$ cat config.mk
export PLATFORM = sky130hd
export DESIGN_NAME = fb_write_arbiter
export DESIGN_NICKNAME = d
export VERILOG_FILES = /design/src/rtl/fb_pkg.sv /design/src/rtl/fb_write_arbiter.sv
export SDC_FILE = /design/constraint.sdc
export NUM_CORES = 1
export LEC_CHECK = 0
export BUFFER_PORTS_ARGS = -buffer_cell sky130_fd_sc_hd__buf_2
export CAP_MARGIN = 20
export CORE_MARGIN = 10
export CORE_UTILIZATION = 47
export CTS_BUF_LIST = sky130_fd_sc_hd__clkbuf_8
export DETAILED_ROUTE_END_ITERATION = 8
export GPL_TIMING_DRIVEN = 1
export PLACE_DENSITY = 0.78
export REMOVE_ABC_BUFFERS = 1
export SYNTH_ARGS = -nofsm -noshare
export SYNTH_HDL_FRONTEND = slang
export SYNTH_SLANG_ARGS = --single-unit
$ cat constraint.sdc
create_clock -name pclk -period 2 [get_ports pclk]
set_clock_uncertainty 0.15 [all_clocks]
set_input_delay 0.1 -clock pclk [delete_from_list [all_inputs] [get_ports pclk]]
set_output_delay 0.1 -clock pclk [all_outputs]
set_load 0.02 [all_outputs]
$ cat src/rtl/fb_pkg.sv
// Shared constants and state encoding for the dot-RAM write arbiter.
package fb_pkg;

  localparam int unsigned COLS    = 200;
  localparam int unsigned ROWS    = 150;
  localparam int unsigned CELLS   = COLS * ROWS;
  localparam int unsigned AW      = 15;
  localparam int unsigned STALL_W = 16;

  typedef enum logic [1:0] {
    IDLE  = 2'd0,
    CLEAR = 2'd1,
    DONE  = 2'd2
  } state_t;

endpackage

$ cat src/rtl/fb_write_arbiter.sv
// Dot-RAM port arbiter: display reads always win, requester writes and the
// clear-screen sequencer use the cycles the display leaves free.
module fb_write_arbiter
  import fb_pkg::*;
(
  input  logic               pclk,
  input  logic               rstn,
  input  logic               disp_req,
  input  logic [AW-1:0]      disp_addr,
  input  logic               wr_valid,
  input  logic [AW-1:0]      wr_addr,
  input  logic               wr_data,
  output logic               wr_ready,
  input  logic               clr_start,
  input  logic               clr_val,
  output logic               clr_busy,
  output logic               clr_done,
  output logic               err_addr,
  output logic [STALL_W-1:0] stall_cnt,
  output logic               ram_en,
  output logic               ram_we,
  output logic [AW-1:0]      ram_addr,
  output logic               ram_din
);

  localparam logic [AW-1:0]      CELLS_A   = AW'(CELLS);
  localparam logic [AW-1:0]      LAST_A    = AW'(CELLS - 1);
  localparam logic [STALL_W-1:0] STALL_MAX = {STALL_W{1'b1}};

  state_t               state, state_nx;
  logic [AW-1:0]        cnt, cnt_nx;
  logic                 val, val_nx;
  logic                 err_nx;
  logic                 busy_nx, done_nx;
  logic [STALL_W-1:0]   stall_nx;
  logic                 accept;
  logic                 in_range;
  logic                 we_raw;

  // Handshake is gated by rstn so no transfer can complete while in reset.
  always_comb begin
    wr_ready = rstn & (state == IDLE) & ~disp_req & ~clr_start;
    accept   = wr_valid & wr_ready;
    in_range = (wr_addr < CELLS_A);
  end

  // RAM port mux; the display path is pure pass-through.
  always_comb begin
    ram_en   = 1'b0;
    we_raw   = 1'b0;
    ram_addr = '0;
    ram_din  = 1'b0;
    if (disp_req) begin
      ram_en   = 1'b1;
      ram_addr = disp_addr;
    end else if (state == CLEAR) begin
      ram_en   = 1'b1;
      we_raw   = 1'b1;
      ram_addr = cnt;
      ram_din  = val;
    end else if (accept) begin
      ram_en   = 1'b1;
      we_raw   = in_range;
      ram_addr = wr_addr;
      ram_din  = wr_data;
    end
    ram_we = we_raw & rstn;
  end

  // Next-state logic for the clear sequencer, error flag and stall counter.
  always_comb begin
    state_nx = state;
    cnt_nx   = cnt;
    val_nx   = val;
    err_nx   = err_addr;
    stall_nx = stall_cnt;

    case (state)
      IDLE: begin
        if (clr_start) begin
          state_nx = CLEAR;
          cnt_nx   = '0;
          val_nx   = clr_val;
          err_nx   = 1'b0;
        end else if (accept && !in_range) begin
          err_nx = 1'b1;
        end
      end
      CLEAR: begin
        if (!disp_req) begin
          if (cnt == LAST_A) state_nx = DONE;
          else               cnt_nx   = cnt + AW'(1);
        end
      end
      DONE:    state_nx = IDLE;
      default: state_nx = IDLE;
    endcase

    if (wr_valid && !wr_ready && (stall_cnt != STALL_MAX))
      stall_nx = stall_cnt + STALL_W'(1);

    busy_nx = (state_nx == CLEAR) || (state_nx == DONE);
    done_nx = (state_nx == DONE);
  end

  always_ff @(posedge pclk or negedge rstn) begin
    if (!rstn) begin
      state     <= IDLE;
      cnt       <= '0;
      val       <= 1'b0;
      err_addr  <= 1'b0;
      stall_cnt <= '0;
      clr_busy  <= 1'b0;
      clr_done  <= 1'b0;
    end else begin
      state     <= state_nx;
      cnt       <= cnt_nx;
      val       <= val_nx;
      err_addr  <= err_nx;
      stall_cnt <= stall_nx;
      clr_busy  <= busy_nx;
      clr_done  <= done_nx;
    end
  end

endmodule

Word level (Yosys, flattened, before mapping)

Index checks and enable logic that the tools add are counted.

Bits in registers: 37
Input bits: 37
Output and inout port bits: 38
Logic and storage cells: 59

Add/subtract/negate cells: 2
Order comparisons: 1
Eq/ne operators: 8
Mux-type cells: 22
Bitwise gates (word level): 7
Reduce and logical (&&, ||, !) cells: 12

Operators by type and width:

| operator              | count |
|---|---|
| $mux 15               | 6 |
| $pmux 15 s2           | 1 |
| $add 16x1->16 const B | 1 |
| $ne 16x16->1 const B  | 1 |
| $add 15x1->15 const B | 1 |
| $eq 15x15->1 const B  | 1 |
| $lt 15x15->1 const B  | 1 |
| $mux 1                | 11 |
| $mux 2                | 3 |
| $ne 2x2->1 const B    | 3 |
| $and 1x1->1           | 5 |
| $eq 2x1->1 const B    | 2 |
| $pmux 2 s2            | 1 |
| $reduce_and 2->1      | 2 |
| $reduce_and 4->1      | 1 |
| $reduce_bool 2->1     | 2 |
| $logic_and 1x1->1     | 3 |
| $eq 2x2->1 const B    | 1 |
| $logic_not 1->1       | 2 |
| $logic_not 2->1       | 1 |
| $not 1->1             | 2 |
| $logic_or 1x1->1      | 1 |

Longest topological paths before layout

Gate-level depths: netlist of run 1.

Word-level depth: 9
Gate-level depth with buffers: 7

Worst setup path after synthesis of run 1

OpenSTA, ideal clock, no wires.

Path type: register -> register
Start: register cnt[7]
End: register clr_busy
Library setup time: 63 ps
Arrival: 2043 ps
Setup slack: -256 ps
Stages on the path, launching flop included: 7
Path buffers: 0
Period minus slack after synthesis: 2256 ps
Cell sequence: dfrtp_1 -> or4b_4 -> or4_4 -> o21ai_1 -> and2_1 -> ha_1 -> inv_1

Cells in the longest elaborated chain, start to end: 6
Elaborated cells between the ends (all ways): 7
Classes of those cells: eq/ne: 3; mux: 3; reduce/logical: 1

Ends and longest elaborated chain:

| item                                     | RTL line                | source |
|---|---|---|
| start: declaration                       | fb_write_arbiter.sv:31  | `logic [AW-1:0] cnt, cnt_nx;` |
| start signal: assignment                 | fb_write_arbiter.sv:117 | `cnt <= cnt_nx;` |
| $eq 15x15->1 *                           | fb_write_arbiter.sv:91  | `if (cnt == LAST_A) state_nx = DONE;` |
| $mux 2 *                                 | fb_write_arbiter.sv:91  |  |
| $mux 2 *                                 | fb_write_arbiter.sv:90  | `if (!disp_req) begin` |
| $pmux 2 s2 *                             | fb_write_arbiter.sv:78  | `case (state)` |
| $eq 2x1->1 or $eq 2x2->1 (tied branches) | fb_write_arbiter.sv:102 | `busy_nx = (state_nx == CLEAR) \|\| (state_nx == DONE);` |
| $logic_or 1x1->1 *                       | fb_write_arbiter.sv:102 |  |
| named net busy_nx                        | fb_write_arbiter.sv:34  | `logic busy_nx, done_nx;` |
| end signal: assignment                   | fb_write_arbiter.sv:121 | `clr_busy <= busy_nx;` |
| end: declaration                         | fb_write_arbiter.sv:16  | `output logic clr_busy,` |

The timed path passes the listed nets; every way through them passes the cells marked *.
A chain may end at the register's enable or synchronous reset.

Worst setup path in the final report of run 1

Start: register state[1]
End: output port ram_addr[1]

Cells in the longest elaborated chain, start to end: 8
Elaborated cells between the ends (all ways): 9
Classes of those cells: eq/ne: 1; mux: 3; bitwise: 4; reduce/logical: 1

Ends and longest elaborated chain:

| item                     | RTL line                | source |
|---|---|---|
| start: declaration       | fb_write_arbiter.sv:30  | `state_t state, state_nx;` |
| start signal: assignment | fb_write_arbiter.sv:116 | `state <= state_nx;` |
| $logic_not 2->1          | fb_write_arbiter.sv:42  | `wr_ready = rstn & (state == IDLE) & ~disp_req & ~clr_start;` |
| $and 1x1->1 (3 in a row) | fb_write_arbiter.sv:42  |  |
| $and 1x1->1              | fb_write_arbiter.sv:43  | `accept = wr_valid & wr_ready;` |
| $mux 15                  | fb_write_arbiter.sv:61  | `end else if (accept) begin` |
| $mux 15 *                | fb_write_arbiter.sv:56  | `end else if (state == CLEAR) begin` |
| $mux 15 *                | fb_write_arbiter.sv:53  | `if (disp_req) begin` |
| end: declaration         | fb_write_arbiter.sv:22  | `output logic [AW-1:0] ram_addr,` |

Every way passes the cells marked *; elsewhere a longest branch is shown, timed or not.

==> flow_summary.toml, run 1 <==
[worst_setup_path]
cpPeakStageDelay_ns = 0.55
startpoint_type = "register"
crit_buf_inv = 2
critPathKind = "register to primary output"
cp_top_family = "simple AND/OR/NAND/NOR gates"
crit_start = "state[1]"
timing.rr.end = "clr_busy"
crit_path_max_fanout = 10
ff2ff_setup_slack_ns = -0.30
cp-endpoint = "ram_addr[1]"
cp.arrival_ns = 2.08
slowest_stage = "or4b_4"
worstPathCellList = "or4b_4 > nor3b_4 > buf_6 > a22oi_1 > o21ai_1 > buf_4"
worstSetupPathDepth = 6
worstPathRequired_ns = 1.75
end_kind = "primary output"
worstRegToRegCells = 6
timing.rr.start = "cnt[7]"

[synthesis]
synthTopCellsByArea = "dfrtp_1 (40%), nand2_1 (6.5%), a22oi_1 (5.2%)"
synth_cells = 253
synth_most_common_cell = "nand2_1"
synthFlopType = "dfrtp_1"
yosysTopAreaCellShare = 0.4015
syn_area_um2 = 2306
synth.distinct_cells = 47
ys_seq_elements = 37
synthArstFlopShare = 1.000
synthTopCellsByCount = "nand2_1 (40), dfrtp_1 (37), a22oi_1 (16), a21oi_1 (12)"
synth-edff-count = 0
synth_warnings = 0
yosysTopAreaCell = "dfrtp_1"
synth_area_per_cell_um2 = 9.114
seq_area_frac_synth = 0.4015

[run_status]
violations = "setup timing"
outcome = "finished, violations left"

[pwr]
combPwrFrac = 0.400
switching_share = 0.3825
internal_power_uw = 1688
ir_drop_uv = 751.0
p_clk_frac = 0.218
p_per_area_nw_per_um2 = 813.0
power_uw = 2733
seq_power_share = 0.382
p_leak_uw = 0.001617
switchingPower_uw = 1045

[grt]
gr-usage-all-layers = 0.1840
grt_max_degree = 39
antenna_found_initial = 0
grt-ovfl-total = 0
grt_pass1_vias = 2607
grt_pass1_wl_um = 12590

[final_layout]
num_antenna_cells = 0
fin_nets = 408
multi_input_area_um2 = 1414
fin_cells = 436
final-seq-area_um2 = 925.9
drive_gt1_frac = 0.4228
fillers = 352
syn_to_final_growth_pct = 45.79
final_cell_area_um2 = 3362

[timing]
hold_viol = 0
tightest_slew_ns = 0.4070
holdWs_ns = 0.07138
fmax_mhz = 429.0
finalMaxSlewViolations = 0
rsz0062_at_grt = "true"
min_period_ns = 2.331
finalSetupViolations = 51
relSlewSlack = 0.7280
fin_crit_sh = 1.165
fin_ws_ns = -0.3309

[flow_run]
drv_cap = 0

[cts]
cts_buffers = 5
h-tree-depth = 2
clock_latency_ns = 0.30
cts_tree = "built"
clk_pin_slew_ns = 0.08
cts_sinks = 37
cts_root_buf = "clkbuf_8"
cts_max_path_buffers = 2

[detailed_routing]
wl_per_cell_um = 17.50
via_count = 2524
drc = 0
wirelength_um = 7630
firstDrtPassIters = 4
drt_iter0_drc = 203
viasPerCell = 5.789
drtAntennaViolNets = 0

[floorplanning]
die_w_um = 90.05
die_h_um = 90.05
rows = 25
io_pins = 75
start_util = 0.4850
die-area_um2 = 8108
core_area_um2 = 4755

[placement]
place_area_um2 = 2989
dp_cells = 418
io_buffers = 74
dp_hpwl_um = 5269
dp_slack_ns = -0.2637
gp_congestion = 0.8460

[hold_path]
min_path_cells = 4
hp-class = "input port to register"
stage by stage:
stage / TNS [ns] / utilization
3_5_place_dp: -2.807 / 0.6287
6_report: -8.368 / 0.7071
2_1_floorplan: -8.280 / -
3_3_place_gp: -0.9663 / 0.6287
5_1_grt: -12.67 / 0.7071
4_1_cts: -7.737 / 0.6997
power by group through the flow:
stage	Clock (uW)	Combinational, uW	Sequential (uW)
final	595	1090	1040
after global routing	634	1200	1070
after CTS	603	1070	1040
after floorplan	0	402	1170
after detailed placement	0	1000	1050
after global placement	0	967	1040
routing by layer:
metal | vias to the layer above | GRT usage | part of all wire
met4 | 0 | 0.08355 | 0.026
met3 | 18 | 0.04323 | 0.060
met2 | 102 | 0.3208 | 0.51
li1 | 1189 | - | -
met1 | 1215 | 0.2076 | 0.40
met5 | - | 0 | 0
kinds of logic (layout without fill, tap and decap cells):
group / after synthesis / in the layout / synth area share
adders and majority gates: 3 / 3 / 0.01628
muxes: 11 / 11 / 0.04992
AOI/OAI and AO/OA: 70 / 70 / 0.1986
buffers and inverters: 16 / 132 / 0.03310
DFF: 37 / 37 / 0.4015
and+or+nand+nor: 106 / 106 / 0.2626
xor gates and xnor gates: 10 / 10 / 0.03798
worst min-delay path by stage:
stage,from,endpoint,slack [ns]
6_report,wr_addr[13],err_addr,0.07
5_1_grt,wr_addr[13],err_addr,0.09
4_1_cts,wr_addr[13],err_addr,0.07
3_5_place_dp,rstn,stall_cnt[2],0.08
3_3_place_gp,rstn,stall_cnt[5],0.08
2_1_floorplan,rstn,clr_busy,-0.35
area by class of cell:
cell class	count	share of cell area
multi-input combinational	200	0.4205
sequential	37	0.2754
timing repair buffer	122	0.2467
clock buffer	7	0.02866
tap	67	0.02493
inverter	2	0.002233
clock inverter	1	0.001489
what timing repair did:
action,in CTS,in global routing
hold endpoints to repair,38,0
cloned,2,0
endpoints found under the setup margin,45,54
pin swaps,11,10
resized for setup,48,16
hold buffers,3,0
setup buffers,4,5
registers in the layout, summed over array words and instances, names as in the netlist:
register,flops
state,2
err_addr,1
clr_busy,1
stall_cnt,16
clr_done,1
cnt,15
val,1
worst reg2reg max path, stage by stage (launching register included):
cell and delay [ns]:
dfrtp_1 0.39, or4b_4 0.55, or4_4 0.56, o21ai_1 0.17, and2_1 0.15, ha_1 0.22, inv_1 0.05
placed cells by master (no fill, tap or decap), types with 2 or more instances in the layout:
cell type      instances
a211oi_2               4
a21oi_1                9
a21oi_2                3
a22oi_1               16
a31oi_1                3
and2_1                 3
and3_1                 4
and4_1                 2
and4b_1                2
buf_2                 55
buf_4                 55
buf_6                  9
clkbuf_8               7
dfrtp_1               37
dlygate4sd3_1          2
ha_1                   3
inv_1                  2
mux2_2                 4
mux2i_1                7
nand2_1               39
nand2b_1               7
nand3_1                8
nand3_2                2
nand4_1                7
nand4b_1               2
nor2_1                 4
nor2b_1                2
nor3_1                 3
nor3b_1                3
o21a_1                 2
o21ai_1               18
o31ai_1                5
or3_4                  2
or4_1                  5
or4_4                  2
or4b_4                 2
xor2_1                10
Note: power is estimated with default switching activity, not from simulation.
==> run 2, diff against run 1 <==
PLACE_DENSITY = default   (was 0.78)
PLACE_DENSITY_LB_ADDON = 0.2   (was default)
==> run 2 against run 1 <==
The run still ends with setup timing left. Maximum frequency rose by 1.1%. Via count down 3.3%. Non-clock buffer count rose by 4. First-iteration DRC count down 12%. Core utilization grew 2.6 points. Worst setup slack better by 0.025 ns. Global-route usage shrank 1.0 points. Total power is 1.2% lower. Design area rose by 3.6%. Critical endpoint is now ram_we. Largest cell class unchanged. Largest power group unchanged.
==> flow_summary.toml, run 2 (synthesis gave the netlist of run 1 again) <==
[flow_run]
drv_cap = 0

[floorplanning]
start_util = 0.4850
die_h_um = 90.05
die_w_um = 90.05
die-area_um2 = 8108
io_pins = 75
rows = 25
core_area_um2 = 4755

[final_layout]
fin_util = 0.7329
final_common_cell = "buf_4"
drive_gt1_frac = 0.4570
syn_to_final_growth_pct = 51.11
num_antenna_cells = 0
fin_cells = 439
final_cell_mix = "buf_4 (56), buf_2 (55), nand2_1 (38)"
final_cell_area_um2 = 3485
reg.largest.list = "stall_cnt x16, cnt x15, state x2"
regMostFlops = "stall_cnt"
fin_nets = 412
largest_register_ff_count = 16

[timing]
min_period_ns = 2.306
hold_viol = 0
relSlewSlack = 0.6786
rsz0062_at_grt = "true"
fmax_mhz = 433.7
finalMaxSlewViolations = 0
finalSetupViolations = 54
tightest_slew_ns = 0.4821
fin_ws_ns = -0.3056
fin_crit_sh = 1.153
holdWs_ns = 0.08002

[detailed_routing]
viasPerCell = 5.560
firstDrtPassIters = 4
drc = 0
drtAntennaViolNets = 0
wl_per_cell_um = 17.08
wirelength_um = 7498
via_count = 2441
drt_iter0_drc = 178

[grt]
grt-ovfl-total = 0
grt_max_degree = 39
antenna_found_initial = 0
grt_pass1_wl_um = 11990
gr-usage-all-layers = 0.1735
grt_pass1_vias = 2421

[run_status]
outcome = "finished, violations left"
violations = "setup timing"

[hold_path]
hp-class = "input port to register"

[cts]
cts_sinks = 37
cts_max_path_buffers = 2
clk_pin_slew_ns = 0.08
cts_root_buf = "clkbuf_8"
cts_buffers = 5
clock_latency_ns = 0.29
cts_tree = "built"
h-tree-depth = 2

[placement]
dp_cells = 422
dp_slack_ns = -0.2608
dp_hpwl_um = 4954
gp_congestion = 0.7970
io_buffers = 74
place_area_um2 = 3019

[worst_setup_path]
critPathKind = "register to primary output"
cp.arrival_ns = 2.06
end_kind = "primary output"
startpoint_type = "register"
crit_path_max_fanout = 19
worstPathRequired_ns = 1.75

[pwr]
p_per_area_nw_per_um2 = 775.1
ir_drop_uv = 603.1
p_leak_uw = 0.001653
run 2: final cells by class:
type / count / area (um^2)
flip-flops and latches: 37 / 925.9
well taps: 67 / 83.83
multi-input cells: 200 / 1506
repair buffers: 126 / 874.6
fillers: 365 / 1270
clock buffers: 6 / 82.58
clock inverters: 1 / 3.754
inverters: 2 / 7.507
run 2: critical path, cell delays in order (launching register included):
cell,delay [ns]
dfrtp_1,0.38
or4b_4,0.56
nor3b_4,0.24
buf_12,0.19
o21ai_1,0.09
a21oi_1,0.15
buf_4,0.16
run 2: path summary, 6_finish.rpt:
kind | start | slack (ns) | cells past startpoint | endpoint
setup / recovery | state[0] | -0.31 | 6 | ram_we
hold / removal | wr_addr[13] | 0.08 | 4 | err_addr
setup reg to reg | cnt[7] | -0.30 | 5 | clr_busy
hold reg to reg | stall_cnt[5] | 0.35 | 1 | stall_cnt[5]
max in group asynchronous | rstn | 1.10 | 3 | stall_cnt[2]
min in group asynchronous | rstn | 0.26 | 3 | stall_cnt[10]
run 2: through the flow:
step           setup TNS [ns]  power (uW)
2_1_floorplan          -8.280        1571
3_3_place_gp           -1.249        2049
3_5_place_dp           -2.295        2067
4_1_cts                -7.303        2656
5_1_grt                -13.79        2882
6_report               -9.895        2701
run 2: what timing repair did:
item	4_1_cts	5_1_grt
hold endpoints to repair	38	0
pin swaps	1	16
hold buffers	2	0
cloned	0	1
setup buffers	5	6
gates resized for setup	45	41
setup endpoints to repair	40	54
run 2: report_power, final:
group	total [uW]	switching, uW	internal (uW)
sequential	1020	124	897
clock	535	266	269
combinational	1140	636	508
run 2: per-layer routing:
layer / share of wire / up-vias / wire, um / global-route usage
met4: 0.012 / 0 / 92 / 0.05172
met1: 0.41 / 1160 / 3097 / 0.2053
li1: - / 1193 / - / -
met2: 0.51 / 79 / 3820 / 0.2936
met3: 0.065 / 9 / 487 / 0.05403
met5: 0 / - / 0 / 0
